[config.mk]
export PLATFORM = sky130hd
export DESIGN_NAME = uart_tx_arbiter
export DESIGN_NICKNAME = d
export VERILOG_FILES = /design/src/rtl/uart_tx_arb_pkg.sv /design/src/rtl/uart_rr_pick.sv /design/src/rtl/uart_tx_arbiter.sv
export SDC_FILE = /design/constraint.sdc
export NUM_CORES = 1
export LEC_CHECK = 0
export ABC_AREA = 1
export ABC_CLOCK_PERIOD_IN_PS = 1700
export BUFFER_PORTS_ARGS = -buffer_cell sky130_fd_sc_hd__buf_2
export CAP_MARGIN = 30
export CORE_ASPECT_RATIO = 0.9
export CORE_MARGIN = 10
export CORE_UTILIZATION = 39
export CTS_BUF_LIST = sky130_fd_sc_hd__clkbuf_8
export DETAILED_ROUTE_END_ITERATION = 8
export PLACE_DENSITY = 0.7
export SETUP_SLACK_MARGIN = 0.02
export SYNTH_ARGS = -nofsm -noshare
export SYNTH_HDL_FRONTEND = slang
export SYNTH_HIERARCHICAL = 1
export SYNTH_SLANG_ARGS = --single-unit
[constraint.sdc]
create_clock -name clk -period 1.7 [get_ports clk]
set_input_delay 0.085 -clock clk [delete_from_list [all_inputs] [get_ports clk]]
set_output_delay 0.085 -clock clk [all_outputs]
set_load 0.05 [all_outputs]
[src/rtl/uart_tx_arb_pkg.sv]
// +--------------------------------------------------------------------+
// | uart_tx_arb_pkg : shared types for the UART TX arbiter             |
// | Rev 1.0                                                            |
// +--------------------------------------------------------------------+
`default_nettype none

package uart_tx_arb_pkg;

  localparam int STATE_W = 2;
  localparam int BYTE_W  = 8;

  typedef enum logic [STATE_W-1:0] {
    IDLE  = 2'd0,
    LOAD  = 2'd1,
    SHIFT = 2'd2,
    GAP   = 2'd3
  } state_t;

endpackage

`default_nettype wire

[src/rtl/uart_rr_pick.sv]
// +--------------------------------------------------------------------+
// | uart_rr_pick : rotate-priority picker, first request after rr_ptr  |
// | Rev 1.0                                                            |
// +--------------------------------------------------------------------+
`default_nettype none

module uart_rr_pick #(
  parameter int N_REQ = 4,
  parameter int PTR_W = 2
) (
  input  logic [N_REQ-1:0] req,
  input  logic [PTR_W-1:0] rr_ptr,
  output logic [PTR_W-1:0] grant,
  output logic             valid
);

  int cand;

  // Walk offsets from farthest to nearest so the nearest set request wins.
  always_comb begin
    grant = '0;
    cand  = 0;
    valid = |req;
    for (int k = N_REQ; k >= 1; k--) begin
      cand = (int'(rr_ptr) + k) % N_REQ;
      if (req[cand[PTR_W-1:0]]) begin
        grant = cand[PTR_W-1:0];
      end
    end
  end

endmodule

`default_nettype wire

[src/rtl/uart_tx_arbiter.sv]
// +--------------------------------------------------------------------+
// | uart_tx_arbiter : round-robin sharing of one UART TX datapath      |
// | Option macro: UART_TX_ARB_LOCK_EN (adds req_lock burst regrant)    |
// | Rev 1.0                                                            |
// +--------------------------------------------------------------------+
`default_nettype none

module uart_tx_arbiter
  import uart_tx_arb_pkg::*;
#(
  parameter int N_REQ     = 4,
  parameter int GAP_TICKS = 1,
  parameter int TMO_TICKS = 16
) (
  input  logic                  clk,
  input  logic                  rst,
  input  logic                  baud_tick,
  input  logic [N_REQ-1:0]      req,
  input  logic [8*N_REQ-1:0]    req_data,
`ifdef UART_TX_ARB_LOCK_EN
  input  logic [N_REQ-1:0]      req_lock,
`endif
  output logic [N_REQ-1:0]      ack,
  output logic [BYTE_W-1:0]     tx_data,
  output logic                  tx_load,
  output logic                  tx_shift_en,
  input  logic                  tx_done,
  output logic                  busy,
  output logic                  tmo_err
);

  localparam int PTR_W  = $clog2(N_REQ);
  localparam int TICK_W = $clog2(TMO_TICKS + 1);
  localparam int GAP_W  = (GAP_TICKS < 1) ? 1 : $clog2(GAP_TICKS + 1);
  localparam logic [TICK_W-1:0] TMO_LAST = TICK_W'(TMO_TICKS);
  localparam logic [GAP_W-1:0]  GAP_LAST = GAP_W'(GAP_TICKS);

  state_t              state, state_n;
  logic [PTR_W-1:0]    rr_ptr, rr_ptr_n;
  logic [N_REQ-1:0]    ack_n;
  logic [BYTE_W-1:0]   tx_data_n;
  logic                tx_load_n, tx_shift_en_n, tmo_err_n;
  logic [TICK_W-1:0]   tick_cnt, tick_cnt_n;
  logic [GAP_W-1:0]    gap_cnt, gap_cnt_n;
  logic [PTR_W-1:0]    pick_idx, grant_idx;
  logic                pick_valid;
  logic [BYTE_W-1:0]   grant_byte;
  logic                frame_end_lock;

  uart_rr_pick #(
    .N_REQ (N_REQ),
    .PTR_W (PTR_W)
  ) u_pick (
    .req    (req),
    .rr_ptr (rr_ptr),
    .grant  (pick_idx),
    .valid  (pick_valid)
  );

`ifdef UART_TX_ARB_LOCK_EN
  logic lock_hold, lock_hold_n;

  // A locked source keeps the grant; rr_ptr already points at it.
  assign grant_idx      = (lock_hold && req[rr_ptr]) ? rr_ptr : pick_idx;
  assign frame_end_lock = req_lock[rr_ptr] && req[rr_ptr];

  always_ff @(posedge clk or posedge rst) begin
    if (rst) lock_hold <= 1'b0;
    else     lock_hold <= lock_hold_n;
  end
`else
  assign grant_idx      = pick_idx;
  assign frame_end_lock = 1'b0;
`endif

  always_comb begin
    grant_byte = '0;
    for (int i = 0; i < N_REQ; i++) begin
      if (grant_idx == PTR_W'(i)) grant_byte = req_data[i*BYTE_W +: BYTE_W];
    end
  end

  always_comb begin
    state_n       = state;
    rr_ptr_n      = rr_ptr;
    ack_n         = '0;
    tx_data_n     = tx_data;
    tx_load_n     = 1'b0;
    tx_shift_en_n = tx_shift_en;
    tick_cnt_n    = tick_cnt;
    gap_cnt_n     = gap_cnt;
    tmo_err_n     = tmo_err;
`ifdef UART_TX_ARB_LOCK_EN
    lock_hold_n   = lock_hold;
`endif
    case (state)
      IDLE: begin
        if (pick_valid) begin
          tx_data_n        = grant_byte;
          ack_n[grant_idx] = 1'b1;
          rr_ptr_n         = grant_idx;
          state_n          = LOAD;
`ifdef UART_TX_ARB_LOCK_EN
          lock_hold_n      = 1'b0;
`endif
        end
      end
      LOAD: begin
        tx_load_n     = 1'b1;
        tx_shift_en_n = 1'b1;
        tick_cnt_n    = '0;
        state_n       = SHIFT;
      end
      SHIFT: begin
        if (tx_done) begin
          tx_shift_en_n = 1'b0;
          gap_cnt_n     = '0;
          if (GAP_TICKS == 0) begin
            state_n = IDLE;
`ifdef UART_TX_ARB_LOCK_EN
            lock_hold_n = frame_end_lock;
`endif
          end else begin
            state_n = GAP;
          end
        end else if (tick_cnt == TMO_LAST) begin
          tmo_err_n     = 1'b1;
          tx_shift_en_n = 1'b0;
          state_n       = IDLE;
        end else if (baud_tick) begin
          tick_cnt_n = tick_cnt + 1'b1;
        end
      end
      GAP: begin
        // gap_cnt only advances while below the last tick, so it never wraps.
        if (baud_tick) begin
          if (gap_cnt + 1'b1 >= GAP_LAST) begin
            state_n = IDLE;
`ifdef UART_TX_ARB_LOCK_EN
            lock_hold_n = frame_end_lock;
`endif
          end else begin
            gap_cnt_n = gap_cnt + 1'b1;
          end
        end
      end
      default: state_n = IDLE;
    endcase
  end

  always_ff @(posedge clk or posedge rst) begin
    if (rst) begin
      state       <= IDLE;
      rr_ptr      <= PTR_W'(N_REQ - 1);
      ack         <= '0;
      tx_data     <= '0;
      tx_load     <= 1'b0;
      tx_shift_en <= 1'b0;
      tick_cnt    <= '0;
      gap_cnt     <= '0;
      tmo_err     <= 1'b0;
    end else begin
      state       <= state_n;
      rr_ptr      <= rr_ptr_n;
      ack         <= ack_n;
      tx_data     <= tx_data_n;
      tx_load     <= tx_load_n;
      tx_shift_en <= tx_shift_en_n;
      tick_cnt    <= tick_cnt_n;
      gap_cnt     <= gap_cnt_n;
      tmo_err     <= tmo_err_n;
    end
  end

  assign busy = (state != IDLE);

  // frame_end_lock feeds only the lock option.
  logic unused_ok;
  assign unused_ok = frame_end_lock;

endmodule

`default_nettype wire
==> results.sh, run 1 <==
export IMPL_outcome="finished, violations left"
export IMPL_violations="setup timing"
export IMPL_syn_to_final_growth_pct=46.05
export IMPL_seqCellArea_um2=628.1
export IMPL_max_cap_violations=0
export IMPL_fin_area_um2=2409
export IMPL_start_util=0.4048
export IMPL_track_usage=0.1231
export IMPL_drt_vias_per_instance=4.806
export IMPL_grt_max_degree=26
export IMPL_drtAntennaViolNets=0
export IMPL_crit_required_ns=1.88
export IMPL_hold_ws_ns=0.1059
export IMPL_clock_skew_ns=0.008653
export IMPL_p_leak_nw=1.320
export IMPL_synth_top_family_by_area="simple AND/OR/NAND/NOR gates"
export IMPL_rsz0062_at_grt="yes"
export IMPL_synth_edff_count=0
export IMPL_portBuffers=55
export IMPL_syn_area_um2=1649
export IMPL_die_w_um=88.55
export IMPL_first_pass_iters=4
export IMPL_die_area_um2=7233
export IMPL_grt_pass1_vias=1699
export IMPL_synth_compound_area_share=0.07132
export IMPL_routedWlPerCell_um=12.99
export IMPL_min_period_over_period=1.185
export IMPL_cts_root_buf="clkbuf_8"
export IMPL_arrival_ns=2.19
export IMPL_wirelength_mm=4.678
export IMPL_cts_tree="built"
export IMPL_clockBufferDepth=2
export IMPL_cp_max_fo=9
export IMPL_seq_area_frac_synth=0.3809
export IMPL_crit_path_max_incr_delay_ns=0.58
export IMPL_ys_warnings_count=6
export IMPL_worst_slew_pin_slew_ns=0.3267
export IMPL_place_inst=352
export IMPL_insertion_delay_ns=0.28
export IMPL_num_rows=22
export IMPL_synthSimpleGateAreaFrac=0.4393
export IMPL_boundaryPins=56
export IMPL_synth_cell_type_count=29
export IMPL_slew_viol_final=0
export IMPL_place_hpwl_mm=3.459
export IMPL_slew_headroom=0.7822
export IMPL_postSynthCellCount=238
export IMPL_synthAdderAreaFrac=0.01517
export IMPL_peakVddDrop_uv=1817
export IMPL_synthXorXnorAreaFrac=0.005311
export IMPL_postSynthAreaPerCell_um2=6.929
export IMPL_syn_nets=280
export IMPL_crit_top_cell="nand2_1"
export IMPL_cp_start_kind="flip-flop"
export IMPL_ys_seq_elements=25
export IMPL_multi_input_area_um2=1081
export IMPL_synth_main_ff_cell="dfrtp_1"
export IMPL_nets=355
export IMPL_remaining_drc_errors=0
export IMPL_fill_cells=367
export IMPL_period_needed_ns=2.015
export IMPL_via_count=1730
export IMPL_cellPowerDensity_nw_per_um2=2405
export IMPL_post_dp_cell_area_um2=2110
export IMPL_numCtsBuffers=3
export IMPL_path_class="flip-flop to flip-flop"
export IMPL_final_core_util=0.5912
export IMPL_htreeDepth=1
export IMPL_grt_first_pass_wirelength_mm=7.210
export IMPL_crit_slowest_cell="dfstp_2"
export IMPL_async_reset_ff_frac=1.000
export IMPL_die_h_um=81.69
export IMPL_hold_viol_final=0
export IMPL_tns_ns=-2.743
export IMPL_end_kind="flip-flop"
export IMPL_drt_iter0_markers=64
export IMPL_cts_sinks=25
export IMPL_path_clk_slew_ns=0.10
export IMPL_overflow=0
export IMPL_diodes=0
export IMPL_fmax_ghz=0.4964
export IMPL_place_gp_congestion=0.8299
export IMPL_antenna_found_initial=0
export IMPL_coreArea_um2=4074
export IMPL_instances_no_fill=360
export IMPL_drive_gt1_frac=0.4391
export IMPL_synth_area_mux_share=0
export IMPL_detailedPlace_worstSlack_ns=-0.2668
export IMPL_worst_slack_ns=-0.3147
export IMPL_finalSetupViolations=13
export IMPL_min_path_type="input pin to flip-flop"
export IMPL_totalPowerFinal_mw=5.793
export IMPL_crit_chain="buf_12 > nand2_1 > o21ai_2 > nand2_1 > nand2_1 > inv_2 > nand2_1 > nand2_1 > nand2_2 > nand2_4 > buf_6 > o21ai_0 > nand3_1 > nand2_1 > nand2_1"
==> final timing paths <==
kind | start | to | slack, ns | cells past startpoint
setup / recovery | rr_ptr[0] | tx_data[3] | -0.31 | 15
hold / removal | req_data[29] | tx_data[5] | 0.11 | 4
setup reg to reg | rr_ptr[0] | tx_data[3] | -0.31 | 15
hold reg to reg | tmo_err | tmo_err | 0.48 | 1
max in group asynchronous | rst | rr_ptr[0] | 1.01 | 4
min in group asynchronous | rst | tx_data[3] | 0.39 | 4
==> synthesized netlist by cell type (2+ instances only) <==
library cell	number	area share
o21ai_0	10	0.030
nand4_1	5	0.019
nand2_2	7	0.027
o21ai_2	3	0.016
nand3_1	20	0.061
inv_2	4	0.0091
buf_6	2	0.014
dfstp_2	2	0.032
buf_2	2	0.0061
ha_1	2	0.015
dfrtp_1	23	0.35
nor2_4	2	0.014
inv_4	3	0.011
nand2_1	87	0.20
nand2_4	3	0.020
nor2_1	30	0.068
inv_1	21	0.048
==> cell type report <==
type	instances	share of cell area
multi-input combinational	181	0.4488
sequential	25	0.2608
timing repair buffer	74	0.1964
inverter	28	0.04987
tap	48	0.02494
clock buffer	3	0.01714
clock inverter	1	0.002078
==> layer usage <==
| metal | up-vias | global-route usage | routed length (um) |
|---|---|---|---|
| met4 | 0 | 0.02581 | 24 |
| met5 | - | 0 | 0 |
| li1 | 891 | - | - |
| met1 | 784 | 0.1508 | 2152 |
| met2 | 51 | 0.1943 | 2134 |
| met3 | 4 | 0.05737 | 367 |
==> critical path: cells and delay by family, from the launching register on <==
kind / cells / cell delay, ns
compound gates: 2 / 0.26
buf+inv: 3 / 0.34
flops: 1 / 0.58
simple gates: 10 / 0.75
==> kinds of logic (layout without fill, tap and decap cells) <==
group / count (synthesis) / after routing
buf+inv: 32 / 106
simple gates: 159 / 159
compound gates: 19 / 19
xor+xnor: 1 / 1
flops: 25 / 25
fa+ha+maj: 2 / 2
==> report_power, final <==
part | switching (mW) | leakage (nW) | internal [mW] | total, mW
Combinational | 2.73 | 0.974 | 1.69 | 4.42
Clock | 0.202 | 0.0255 | 0.164 | 0.367
Sequential | 0.162 | 0.320 | 0.844 | 1.01
==> what timing repair did <==
item                       4_1_cts  5_1_grt
gates resized for setup          5       51
cloned                           0        1
hold endpoints to repair        23        0
setup endpoints to repair       13       14
setup buffers                    0        2
pin swaps                        1       29
hold buffers                     1        0
==> state kept, by name, summed over array words and instances, names as in the netlist <==
register     cells
tx_data          8
tx_load          1
state            2
tick_cnt         5
tx_shift_en      1
tmo_err          1
ack              4
gap_cnt          1
rr_ptr           2
==> cell usage in the layout, fill, tap and decap left out, drive strengths merged <==
master / count
dfstp: 2
ha: 2
a21boi: 1
dlygate4sd3: 1
nor2: 33
nand3: 21
a31o: 1
a21oi: 2
nand4: 5
clkbuf: 4
xnor2: 1
nor3: 1
buf: 72
nand2: 97
or2: 1
dfrtp: 23
inv: 28
clkinv: 1
nand3b: 1
a31oi: 1
o21ai: 14
(Power assumes the default switching activity.)
==> inputs of run 2 (changes only) <==
--- a/config.mk
+++ b/config.mk
@@ -15,8 +15,8 @@
 export CTS_BUF_LIST = sky130_fd_sc_hd__clkbuf_8
 export DETAILED_ROUTE_END_ITERATION = 8
 export PLACE_DENSITY = 0.7
+export RECOVER_POWER = 100
 export SETUP_SLACK_MARGIN = 0.02
 export SYNTH_ARGS = -nofsm -noshare
 export SYNTH_HDL_FRONTEND = slang
-export SYNTH_HIERARCHICAL = 1
 export SYNTH_SLANG_ARGS = --single-unit
==> results.sh, run 2 <==
export IMPL_outcome="finished, violations left"
export IMPL_violations="setup timing"
export IMPL_r2r_slack_ns=-0.19
export IMPL_finalSetupViolations=14
export IMPL_arrival_ns=2.12
export IMPL_endpoint="ack[3]"
export IMPL_crit_required_ns=1.93
export IMPL_drt_vias_per_instance=4.747
export IMPL_cts_tree="built"
export IMPL_p_leak_nw=1.267
export IMPL_place_hpwl_mm=3.539
export IMPL_worst_slew_pin_slew_ns=0.6359
export IMPL_worst_slack_ns=-0.1945
export IMPL_grt_first_pass_wirelength_mm=7.527
export IMPL_die_h_um=80.63
export IMPL_final_cell_mix="nand2_1, buf_2, inv_1"
export IMPL_routedWlPerCell_um=13.10
export IMPL_syn_nets=272
export IMPL_peakVddDrop_uv=1505
export IMPL_synth_main_ff_cell="dfrtp_1"
export IMPL_min_period_over_period=1.114
export IMPL_reg2regPathDepth=13
export IMPL_r2r_start="rr_ptr[0]"
export IMPL_yosys_cell_count_top_type="nand2_1"
export IMPL_place_gp_congestion=0.8264
export IMPL_slew_headroom=0.5779
export IMPL_diodes=0
export IMPL_track_usage=0.1298
export IMPL_cellPowerDensity_nw_per_um2=2417
export IMPL_synth_cell_type_count=28
export IMPL_die_area_um2=7044
export IMPL_max_cap_violations=0
export IMPL_drive_gt1_frac=0.3943
export IMPL_fmax_ghz=0.5278
export IMPL_die_w_um=87.37
export IMPL_period_needed_ns=1.894
export IMPL_hold_viol_final=0
export IMPL_cts_root_buf="clkbuf_8"
export IMPL_boundaryPins=56
export IMPL_synthTopCellsByArea="dfrtp_1, nand2_1, inv_1"
export IMPL_cts_sinks=25
export IMPL_ys_seq_elements=25
export IMPL_synth_common_cells="nand2_1, inv_1, nor2_1, dfrtp_1, o21ai_0"
export IMPL_crit_path_start="rr_ptr[0]"
export IMPL_grt_pass1_vias=1753
export IMPL_path_clk_slew_ns=0.10
export IMPL_num_rows=21
export IMPL_async_reset_ff_frac=1.000
export IMPL_detailedPlace_worstSlack_ns=-0.2693
export IMPL_clock_skew_ns=0.006779
export IMPL_r2r_end="ack[3]"
export IMPL_syn_area_um2=1593
export IMPL_postSynthAreaPerCell_um2=6.925
export IMPL_cp_start_kind="flip-flop"
export IMPL_clockBufferDepth=2
export IMPL_layout_commonest_cell="nand2_1"
export IMPL_insertion_delay_ns=0.28
export IMPL_reg_top3="tx_data (8), tick_cnt (5), ack (4)"
export IMPL_largest_reg_flops=8
export IMPL_antenna_found_initial=0
export IMPL_grt_max_degree=26
export IMPL_largest_register="tx_data"
export IMPL_syn_to_final_growth_pct=47.53
export IMPL_cp_max_fo=8
export IMPL_postSynthCellCount=230
export IMPL_drtAntennaViolNets=0
export IMPL_end_kind="flip-flop"
export IMPL_seq_area_frac_synth=0.3943
export IMPL_slew_viol_final=0
export IMPL_start_util=0.4152
export IMPL_portBuffers=55
export IMPL_numCtsBuffers=3
export IMPL_final_core_util=0.6125
export IMPL_synth_edff_count=0
export IMPL_wirelength_mm=4.757
export IMPL_drt_iter0_markers=48
export IMPL_overflow=0
export IMPL_path_class="flip-flop to flip-flop"
export IMPL_yosysTopAreaCell="dfrtp_1"
export IMPL_ys_warnings_count=0
export IMPL_coreArea_um2=3836
export IMPL_remaining_drc_errors=0
export IMPL_rsz0062_at_grt="yes"
export IMPL_htreeDepth=1
export IMPL_first_pass_iters=6
export IMPL_netlist_area_leader_share=0.3614
export IMPL_via_count=1723
export IMPL_min_path_type="input pin to flip-flop"
export IMPL_nets=360
-- run 2: changes by cell type after synthesis, moves of 3 or more --
cell and change:
nand3_1 -9, o21ai_2 -3, o21ai_0 +4, nand2_1 -10, nor2_1 -6, a21oi_1 +8, inv_1 +9
-- run 2: area by class of cell --
class,instances,area [um^2]
timing repair buffer,87,520.5
inverter,34,145.1
multi-input combinational,167,948.4
fill,335,1486
tap,46,57.56
clock buffer,3,41.29
clock inverter,1,8.758
sequential,25,628.1
-- run 2: cells by family (layout without fill, tap and decap cells) --
logic type / count (synthesis) / in the layout / share of synthesized area
adder cells (fa/ha/maj): 2 / 2 / 0.01571
AO/OA/AOI/OAI: 27 / 27 / 0.08955
XOR/XNOR: 1 / 1 / 0.005500
flip-flops: 25 / 25 / 0.3943
buffers and inverters: 38 / 125 / 0.1084
AND/OR/NAND/NOR: 137 / 137 / 0.3865
-- run 2: worst min path at each step --
stage | end | start | slack, ns | cells past startpoint
floorplan | ack[0] | rst | 0.11 | 1
global route | tmo_err | tx_done | 0.002 | 2
detailed placement | tx_data[7] | rst | 0.15 | 3
finish | tmo_err | tx_done | 0.01 | 2
global placement | tx_data[7] | rst | 0.15 | 3
CTS | tmo_err | tx_done | 0.007 | 2
-- run 2: per-layer routing --
layer	global-route usage	share of wire	up-vias
li1	-	-	894
met1	0.1496	0.44	753
met2	0.2086	0.46	66
met3	0.05954	0.082	10
met4	0.04140	0.020	0
met5	0	0	-
-- run 2: repair_timing --
item / in CTS / in global routing
setup buffers: 3 / 7
endpoints found under the hold margin: 23 / 0
hold buffers: 1 / 0
resized for setup: 37 / 27
setup endpoints to repair: 15 / 19
pin swaps: 3 / 20
-- run 2: metrics by stage --
step           setup TNS (ns)  hold WS, ns  power [mW]  cells  instance area (um^2)
3_5_place_dp           -2.086       0.1495       4.496    348                  2053
3_3_place_gp           -1.671       0.1503       4.448    348                  2053
2_1_floorplan         -0.1096       0.1108       3.520    230                  1598
6_report               -1.956      0.01041       5.679    363                  2350
5_1_grt                -4.035     0.002264       6.126    363                  2350
4_1_cts                -1.069     0.007053       5.405    356                  2266
-- run 2: where the power goes --
group          switching, mW  leakage [nW]  internal [mW]
Combinational           2.71         0.929           1.59
Clock                  0.206        0.0261          0.172
Sequential             0.147         0.313          0.853
-- run 2: worst max-delay path, stage by stage, from the launching register on --
cell and delay (ns):
dfstp_2 0.59, buf_4 0.15, nand2_1 0.09, nand2_4 0.09
nand2_2 0.06, nand2_2 0.06, nand2_2 0.08, nand2_2 0.09
nand2_4 0.07, nand2_8 0.11, nand2_4 0.07, nor2_4 0.17
buf_4 0.14, buf_4 0.09
==> inputs of run 3 (changes only) <==
--- a/config.mk
+++ b/config.mk
@@ -7,8 +7,8 @@
 export LEC_CHECK = 0
 export ABC_AREA = 1
 export ABC_CLOCK_PERIOD_IN_PS = 1700
-export BUFFER_PORTS_ARGS = -buffer_cell sky130_fd_sc_hd__buf_2
-export CAP_MARGIN = 30
+export BUFFER_PORTS_ARGS = -buffer_cell sky130_fd_sc_hd__clkbuf_2
+export CAP_MARGIN = 10
 export CORE_ASPECT_RATIO = 0.9
 export CORE_MARGIN = 10
 export CORE_UTILIZATION = 39
==> results.sh, run 3 (same netlist as run 2, synthesis figures left out) <==
export IMPL_fmax_ghz=0.5302
export IMPL_place_hpwl_mm=3.481
export IMPL_htreeDepth=1
export IMPL_detailedPlace_worstSlack_ns=-0.2033
export IMPL_die_area_um2=7044
export IMPL_crit_path_max_incr_delay_ns=0.56
export IMPL_crit_slowest_cell="dfstp_2"
export IMPL_cts_tree="built"
export IMPL_min_path_type="input pin to flip-flop"
export IMPL_die_w_um=87.37
export IMPL_grt_first_pass_wirelength_mm=7.803
export IMPL_grt_max_degree=26
export IMPL_die_h_um=80.63
export IMPL_hold_viol_final=0
export IMPL_remaining_drc_errors=0
export IMPL_cp_start_kind="flip-flop"
export IMPL_first_pass_iters=4
export IMPL_drtAntennaViolNets=0
export IMPL_worst_slew_pin_slew_ns=0.6156
export IMPL_outcome="finished, violations left"
export IMPL_max_cap_violations=0
export IMPL_largest_register="tx_data"
export IMPL_drt_iter0_markers=73
export IMPL_clock_skew_ns=0.001316
export IMPL_track_usage=0.1341
export IMPL_peakVddDrop_uv=1377
export IMPL_path_class="flip-flop to flip-flop"
export IMPL_min_period_over_period=1.109
export IMPL_rsz0062_at_grt="yes"
export IMPL_critPathBufInv=2
export IMPL_place_gp_congestion=0.8551
export IMPL_antenna_found_initial=0
export IMPL_portBuffers=55
export IMPL_via_count=1722
export IMPL_grt_pass1_vias=1826
export IMPL_cellPowerDensity_nw_per_um2=2409
export IMPL_drt_vias_per_instance=4.770
export IMPL_violations="setup timing"
export IMPL_cts_root_buf="clkbuf_8"
export IMPL_boundaryPins=56
export IMPL_critPathTopFamily="simple AND/OR/NAND/NOR gates"
export IMPL_cp_max_fo=7
export IMPL_cts_sinks=25
export IMPL_p_leak_nw=1.269
export IMPL_hold_ws_ns=0.01390
export IMPL_arrival_ns=2.10
export IMPL_path_clk_slew_ns=0.09
export IMPL_crit_chain="buf_6 > nand2_1 > o21ai_2 > nand2_2 > nand2_2 > nand2_2 > nand2_2 > nand2_4 > nand2_8 > nand2_4 > nor2_4 > nand2_1 > nand2_1 > inv_1 > nand2_1"
export IMPL_slew_viol_final=0
export IMPL_layout_commonest_cell="nand2_1"
export IMPL_final_cell_mix="nand2_1, clkbuf_2, inv_1"
export IMPL_overflow=0
export IMPL_end_kind="flip-flop"
export IMPL_num_rows=21
export IMPL_clockBufferDepth=2
export IMPL_coreArea_um2=3836
export IMPL_numCtsBuffers=3
export IMPL_diodes=0
export IMPL_reg_top3="tx_data (8), tick_cnt (5), ack (4)"
export IMPL_worst_slack_ns=-0.1861
export IMPL_nets=358
export IMPL_period_needed_ns=1.886
export IMPL_routedWlPerCell_um=13.01
export IMPL_crit_required_ns=1.91
export IMPL_syn_to_final_growth_pct=47.13
export IMPL_wirelength_mm=4.695
export IMPL_slew_headroom=0.5914
export IMPL_largest_reg_flops=8
export IMPL_insertion_delay_ns=0.27
export IMPL_finalSetupViolations=15
export IMPL_drive_gt1_frac=0.4190
export IMPL_start_util=0.4152
run 3: power by group:
group / leakage (nW) / switching (mW) / total [mW] / internal, mW
sequential: 0.313 / 0.160 / 1.01 / 0.854
combinational: 0.929 / 2.75 / 4.28 / 1.53
clock: 0.0269 / 0.188 / 0.350 / 0.162
run 3: timing repair:
item | CTS | global route
hold buffers | 1 | 0
hold endpoints to repair | 23 | 0
gates resized for setup | 26 | 45
cloned | 0 | 0
setup buffers | 6 | 4
setup endpoints to repair | 13 | 17
pin swaps | 4 | 32
run 3: layout make-up:
| class | instances | area, um^2 |
|---|---|---|
| Fill cell | 349 | 1493 |
| Clock buffer | 3 | 41.29 |
| Multi-Input combinational cell | 167 | 975.9 |
| Sequential cell | 25 | 628.1 |
| Tap cell | 46 | 57.56 |
| Clock inverter | 1 | 3.754 |
| Timing Repair Buffer | 85 | 491.7 |
| Inverter | 34 | 145.1 |
run 3: metrics by stage:
step | instance area (um^2) | TNS (ns) | cells | utilization | total power, mW
floorplan | 1598 | -0.1096 | 230 | - | 3.520
global placement | 2046 | -1.154 | 347 | 0.5333 | 4.446
detailed placement | 2046 | -1.642 | 347 | 0.5333 | 4.500
CTS | 2225 | -0.7815 | 358 | 0.5799 | 5.255
global route | 2344 | -3.846 | 361 | 0.6109 | 6.127
finish | 2344 | -1.497 | 361 | 0.6109 | 5.647
run 3: path summary, 6_finish.rpt:
kind                       startpoint         end  slack, ns  depth (start not counted)
max                         rr_ptr[0]  tx_data[0]      -0.19                         15
min                           tx_done     tmo_err       0.01                          2
max reg2reg                 rr_ptr[0]  tx_data[0]      -0.19                         15
min reg2reg                   tmo_err     tmo_err       0.47                          2
max in group asynchronous         rst    state[1]       0.82                          4
min in group asynchronous         rst      ack[3]       0.48                          4
run 3: routing by layer:
layer  GRT usage  wire length (um)  vias to the layer above
met5           0                 0                        -
met3     0.05348               359                        4
met4     0.03344                29                        0
li1            -                 -                      886
met1      0.1549              2056                      770
met2      0.2253              2249                       62
run 3: worst register-to-register path, cell delays in order, from the launching register on:
cell and delay (ns):
dfstp_2 0.56, buf_6 0.13, nand2_1 0.06, o21ai_2 0.10, nand2_2 0.10, nand2_2 0.07
nand2_2 0.08, nand2_2 0.09, nand2_4 0.07, nand2_8 0.10, nand2_4 0.07, nor2_4 0.19
nand2_1 0.08, nand2_1 0.06, inv_1 0.04, nand2_1 0.06
